$ cat src/rtl/bus_control_ws.sv
`default_nettype none
// ============================================================================
// Module   : bus_control_ws
// Purpose  : 68000-style bus controller. Decodes the address map, keeps the
//            PROM bootstrap overlay, and acknowledges cycles through a
//            per-region wait-state FSM with I/O handshake, bus-error timeout
//            and a single-step stepper. All state changes on MCLK_IN negedge.
// Revision : 1.0 - initial release
// ============================================================================
module bus_control_ws #(
  parameter int         PROM_WAIT        = 2,
  parameter int         SRAM_WAIT        = 0,
  parameter int         IO_TIMEOUT       = 64,
  parameter int         UNMAPPED_TIMEOUT = 16,
  parameter logic [3:0] PROM_BASE        = 4'hF,
  parameter logic [3:0] IO_BASE          = 4'h1
) (
  input  logic        MCLK_IN,
  input  logic        RUN_IN,
  input  logic        STEPEN_IN,
  input  logic        STEP_IN,
  input  logic        AS_IN,
  input  logic        WR_IN,
  input  logic        UDS_IN,
  input  logic        LDS_IN,
  input  logic [23:0] ADDR_IN,
  input  logic        IO_ACK_IN,
  output logic        DTACK,
  output logic        BERR,
  output logic        PROMCS0,
  output logic        PROMCS1,
  output logic        SRAMCS0,
  output logic        SRAMCS1,
  output logic        OE,
  output logic        IOSEL,
  output logic        BOOTSTRAPPED
);

  // Counter must hold the largest load value: either timeout or a 4-bit wait.
  localparam int MAX_TO    = (IO_TIMEOUT > UNMAPPED_TIMEOUT) ? IO_TIMEOUT : UNMAPPED_TIMEOUT;
  localparam int MAX_COUNT = (MAX_TO > 15) ? MAX_TO : 15;
  localparam int CW        = $clog2(MAX_COUNT + 1);

  localparam logic [2:0] S_IDLE    = 3'd0;
  localparam logic [2:0] S_WAIT    = 3'd1;
  localparam logic [2:0] S_STEP    = 3'd2;
  localparam logic [2:0] S_ACK     = 3'd3;
  localparam logic [2:0] S_ERR     = 3'd4;
  localparam logic [2:0] S_RELEASE = 3'd5;

  // Bit 1 clear marks a memory region (fixed wait), set marks a timed region.
  localparam logic [1:0] RG_PROM  = 2'd0;
  localparam logic [1:0] RG_SRAM  = 2'd1;
  localparam logic [1:0] RG_IO    = 2'd2;
  localparam logic [1:0] RG_UNMAP = 2'd3;

  logic          asreq;
  logic          dtreq;
  logic          lower;
  logic          io_hit;
  logic          upper;
  logic          prom_sel;
  logic          sram_sel;
  logic [1:0]    cur_region;
  logic [CW-1:0] cur_load;

  logic [2:0]    state;
  logic [2:0]    state_d;
  logic [1:0]    region;
  logic [1:0]    region_d;
  logic [CW-1:0] count;
  logic [CW-1:0] count_d;
  logic          stepped;
  logic          stepped_d;

  assign asreq  = RUN_IN & AS_IN;
  assign dtreq  = asreq & (UDS_IN | LDS_IN);
  assign lower  = (ADDR_IN[23:20] == 4'h0);
  assign io_hit = (ADDR_IN[23:20] == IO_BASE);
  assign upper  = (ADDR_IN[23:20] == PROM_BASE);

  // Reads of the low area hit PROM until the first low-area write exits the overlay.
  assign prom_sel = upper | (lower & ~WR_IN & ~BOOTSTRAPPED);
  assign sram_sel = lower & ~prom_sel;

  assign PROMCS0 = asreq & prom_sel & UDS_IN;
  assign PROMCS1 = asreq & prom_sel & LDS_IN;
  assign SRAMCS0 = asreq & sram_sel & UDS_IN;
  assign SRAMCS1 = asreq & sram_sel & LDS_IN;
  assign OE      = asreq & (prom_sel | sram_sel) & ~WR_IN;
  assign IOSEL   = dtreq & io_hit;

  // Classify the current address and pick the counter load for that region.
  always_comb begin
    if (prom_sel) begin
      cur_region = RG_PROM;
      cur_load   = CW'(PROM_WAIT);
    end else if (sram_sel) begin
      cur_region = RG_SRAM;
      cur_load   = CW'(SRAM_WAIT);
    end else if (io_hit) begin
      cur_region = RG_IO;
      cur_load   = CW'(IO_TIMEOUT);
    end else begin
      cur_region = RG_UNMAP;
      cur_load   = CW'(UNMAPPED_TIMEOUT);
    end
  end

  // Wait-state / handshake / timeout / stepper sequencing.
  always_comb begin
    state_d   = state;
    region_d  = region;
    count_d   = count;
    stepped_d = stepped;
    case (state)
      S_IDLE: begin
        stepped_d = 1'b0;
        if (dtreq) begin
          region_d = cur_region;
          count_d  = cur_load;
          if (!cur_region[1] && (cur_load == '0)) begin
            state_d   = STEPEN_IN ? S_STEP : S_ACK;
            stepped_d = STEPEN_IN;
          end else begin
            state_d = S_WAIT;
          end
        end
      end
      S_WAIT: begin
        if (!dtreq) begin
          state_d = S_IDLE;
        end else if (((region == RG_IO) && IO_ACK_IN) ||
                     (!region[1] && (count == CW'(1)))) begin
          state_d   = STEPEN_IN ? S_STEP : S_ACK;
          stepped_d = STEPEN_IN;
        end else if (count == CW'(1)) begin
          state_d = S_ERR;
        end else begin
          count_d = count - CW'(1);
        end
      end
      S_STEP: begin
        if (!dtreq) begin
          state_d = S_IDLE;
        end else if (STEP_IN) begin
          state_d = S_ACK;
        end
      end
      S_ACK: begin
        if (!dtreq) begin
          state_d = stepped ? S_RELEASE : S_IDLE;
        end
      end
      S_ERR: begin
        if (!dtreq) begin
          state_d = S_IDLE;
        end
      end
      S_RELEASE: begin
        // Wait for the switch to open so one press acknowledges one cycle.
        if (!STEP_IN) begin
          state_d = S_IDLE;
        end
      end
      default: state_d = S_IDLE;
    endcase
  end

  // State, registered DTACK/BERR and the sticky overlay-exit flag.
  always_ff @(negedge MCLK_IN or negedge RUN_IN) begin
    if (!RUN_IN) begin
      state        <= S_IDLE;
      region       <= RG_PROM;
      count        <= '0;
      stepped      <= 1'b0;
      DTACK        <= 1'b0;
      BERR         <= 1'b0;
      BOOTSTRAPPED <= 1'b0;
    end else begin
      state   <= state_d;
      region  <= region_d;
      count   <= count_d;
      stepped <= stepped_d;
      DTACK   <= (state_d == S_ACK);
      BERR    <= (state_d == S_ERR);
      if (dtreq & WR_IN & lower) begin
        BOOTSTRAPPED <= 1'b1;
      end
    end
  end

endmodule
`default_nettype wire
$ cat config.mk
export PLATFORM = sky130hd
export DESIGN_NAME = bus_control_ws
export DESIGN_NICKNAME = d
export VERILOG_FILES = /design/src/rtl/bus_control_ws.sv
export SDC_FILE = /design/constraint.sdc
export NUM_CORES = 1
export LEC_CHECK = 0
export ABC_AREA = 1
export ABC_CLOCK_PERIOD_IN_PS = 1400
export CAP_MARGIN = 20
export CORE_MARGIN = 3
export CORE_UTILIZATION = 35
export DETAILED_ROUTE_END_ITERATION = 6
export DONT_BUFFER_PORTS = 1
export PLACE_DENSITY = 0.61
export SLEW_MARGIN = 20
export SYNTH_ARGS = -nofsm -noshare
export SYNTH_HDL_FRONTEND = slang
export SYNTH_SLANG_ARGS = --single-unit
$ cat constraint.sdc
create_clock -name MCLK_IN -period 1.4 [get_ports MCLK_IN]
set_input_delay 0.21 -clock MCLK_IN [delete_from_list [all_inputs] [get_ports MCLK_IN]]
set_output_delay 0.21 -clock MCLK_IN [all_outputs]
set_load 0.005 [all_outputs]
Word-level counts from Yosys, hierarchy flattened
Cells that the tools add are included.
- register bits after elaboration: 16
- input port bits: 33
- output and inout bits: 9
- word-level logic and storage cells: 88
- $add $sub $neg: 1
- equal/unequal tests: 16
- muxes and demuxes: 29
- bitwise gates (word level): 22
- reduce and logical (&&, ||, !) cells: 13
- operator list (cell ; count):
    7-bit 2-to-1 mux ; 7
    3-bit 2-to-1 mux ; 10
    3-bit one-hot mux with 6 select lines ; 1
    1-bit AND ; 16
    7-bit one-hot mux with 2 select lines ; 1
    2-bit inequality test, second input constant ; 5
    3-bit by 2-bit == test with 1-bit output, second input constant ; 3
    3-bit == test, second input constant ; 3
    7-bit by 1-bit == test with 1-bit output, second input constant ; 1
    7-bit zero test ; 1
    7-bit by 1-bit subtractor with 7-bit output, second input constant ; 1
    1-bit 2-to-1 mux ; 6
    2-bit 2-to-1 mux ; 3
    5-bit AND reduction ; 1
    4-bit by 1-bit == test with 1-bit output, second input constant ; 1
    4-bit == test, second input constant ; 1
    4-bit zero test ; 1
    3-bit by 1-bit == test with 1-bit output, second input constant ; 1
    1-bit logical AND ; 3
    3-bit zero test ; 1
    1-bit NOT ; 3
    1-bit bitwise OR ; 3
    3-bit AND reduction ; 1
    2-bit == test, second input constant ; 1
    other kinds (5) ; 6

Longest topological paths before layout
- depth after elaboration: 14
- depth in mapped cells: 11

==> results.md <==
* HPWL after detailed placement at 2239 µm
* Area of the multi-input gates at 865.8 µm²
* Slowest cell on crit path: dfrtn_1
* CTS sink cnt at 16
* Layout Nets at 243
* Area Overhead vs Synth at 62.46%
* Violated checks: setup timing
* Max-slew violations at 0
* Die footprint at 3977 µm²
* WP buf/inv at 2
* Run status: finished with violations
* Crit Path Class: reg2out
* Sequential cell area at 400.4 µm²
* Final Hold Viols at 0
* PwrDens at 773.6 nW/µm²
* Crit path cell chain: nor2_2 -> inv_2 -> nand3_2 -> inv_2 -> nand2_2 -> nor2_2
* Layout cells sized above 1 at 55.56%
* Remaining DRCs at 0
* CP endpoint kind: output pin
* Number of synthesis warnings at 0
* Compound-cell area share of the yosys netlist at 8.452%
* Post-DRT Antenna Nets at 0
* Core box area at 3078 µm²
* Vias at 1,200
* Largest family of logic cells by synthesized area: simple AND/OR/NAND/NOR gates
* Max Root-Sink Buffers at 2
* Mapped Cells at 160
* Post-synthesis simple-gate area fraction at 43.91%
* Filler cells at 281
* Mux contribution to synthesized area at 0%
* Setup TNS Final at -5089 ps
* CTS tree: built
* Post-layout util at 60.16%
* DIE HEIGHT at 63.07 µm
* First drt pass iteration count at 4
* Delay-heaviest family, CP: flip-flops
* # IOs at 42
* Post-synthesis xor/xnor area fraction at 1.537%
* Total power at 1.433 mW
* Clock latency on the worst-skew pair at 290 ps
* ANT cells at 0
* Final Wtd Congestion at 0.8181
* Synthesized Nets at 195
* H-tree Lvls at 1
* Die width at 63.07 µm
* GRT overflow at 0
* Final setup fails at 17
* Total CTS buffers at 3
* Tot GR Track Use at 15.84%
* Root Driver: clkbuf_4
* Worst Skew at 3.886 ps
* Final wirelength at 3248 µm
* 1st-iter DRT viols at 43
* Mapped cell area at 1140 µm²
* RSZ-0062 raised after global routing: yes
* Vias in the first global route at 1,142
* Max-Cap Viols at 0
* WP data arrival at 1880 ps
* Routed length per instance at 12.94 µm
* Mean post-synth cell area at 7.124 µm²
* FF+latch count, synth at 16
* Final worst slack at -686.4 ps
* Most common cell after layout, fill and taps aside: buf_4
* Slowest cell delay on critical path at 450 ps
* PortBufs at 0
* Worst vdd ir at 0.0002950 V
* Most frequent cells in the layout: 36 x buf_4, 28 x nand2_1, 16 x dfrtn_1, 11 x nor2_1, 10 x inv_1
* Register area share after synthesis at 35.13%
* Rel. slew slack at 83.08%
* Post-synthesis adder-cell area fraction at 2.195%
* Initial antenna violation count at 0
* Worst-Margin Slew at 252.8 ps
* Core Rows at 20
* Synth cell types at 28
* Largest net degree at the start of global routing at 18
* Vias per Instance at 4.781
* Peak fanout along the critical path at 3
* Startpoint Class: flip-flop
* Initial core utilization at 37.03%
* Critical Path RT at 1190 ps
* First-pass GRT wire length at 5078 µm
* Hold WC Path Type: in2async
* Reg clk slew, reported paths at 80 ps
* P_leak at 0.9149 nW
where the power goes:
part           total, mW  switching, mW  leakage [nW]  internal, mW
Sequential         0.568         0.0499         0.210         0.518
Combinational      0.537          0.288         0.684         0.249
Clock              0.327          0.169        0.0210         0.158
Total               1.43          0.508         0.915         0.925
Yosys cell counts, drive strengths merged:
library cell,count,area (µm²)
o22ai,1,6.260
nand2,45,183.9
nor2,25,127.6
or2,2,12.52
xor2,1,8.760
inv,26,100.1
dfrtn,16,400.4
o21ai,8,43.79
xnor2,1,8.760
nand3,19,127.6
ha,2,25.02
a41o,1,10.01
a21oi,5,36.29
nand4,7,43.79
nor3,1,5.000
final cells by class:
cell class                 count  share of cell area [%]
multi-input combinational    118                   46.76
sequential                    16                   21.62
timing repair buffer          43                   18.85
tap                           44                   2.973
clock buffer                   4                   1.959
inverter                      26                   7.838
worst reg2reg max path, cell delays in order, from the launching register on:
cell and delay, ps:
dfrtn_1 380, nor2_2 120, inv_2 70, nand3_2 70, inv_2 40, buf_4 120
buf_4 120, buf_4 120, buf_4 120, buf_4 120, buf_4 120, nand2_2 50
nand3_2 60, nand2_1 60, inv_1 40
per-layer routing:
layer	global-route usage, %	vias to the layer above	part of all wire [%]
met5	0	-	0
met4	5.234	0	0.83
met3	3.743	4	4.9
met2	25.82	25	51
met1	20.51	563	43
li1	-	608	-
cells by family (layout without fill, tap and decap cells):
family / after synthesis / in the layout
AO/OA/AOI/OAI: 15 / 15
flip-flops: 16 / 16
XOR/XNOR: 2 / 2
adder cells (fa/ha/maj): 2 / 2
buffers and inverters: 26 / 73
AND/OR/NAND/NOR: 99 / 99
flip-flops by register name, summed over array words and instances, names as in the netlist:
register	flops
state	3
stepped	1
DTACK	1
count	7
region	2
BOOTSTRAPPED	1
BERR	1
per-stage QoR:
step	hold WS, ps	std cells	worst slack (ps)	instance area [µm²]
after floorplan	431.8	160	-350.9	1251
after global placement	456.4	229	-363.4	1494
after detailed placement	455.1	229	-414.3	1494
after CTS	186.2	245	-658.3	1679
after global routing	168.3	251	-717.1	1852
final	185.8	251	-686.4	1852
timing repair:
item | 4_1_cts | 5_1_grt
pin swaps | 12 | 15
cloned | 0 | 0
hold buffers | 0 | 0
endpoints found under the setup margin | 20 | 22
resized for setup | 21 | 32
buffers inserted | 12 | 7
worst paths after layout:
kind / from / slack (ps) / end / depth (start not counted)
max: BOOTSTRAPPED / -690 / SRAMCS1 / 6
min: RUN_IN / 190 / state[2] / 0
max reg2reg: BOOTSTRAPPED / -330 / DTACK / 14
min reg2reg: count[4] / 450 / count[4] / 2
max in group asynchronous: RUN_IN / 1110 / region[0] / 0
min in group MCLK_IN: count[4] / 450 / count[4] / 2
(Power assumes the default switching activity.)
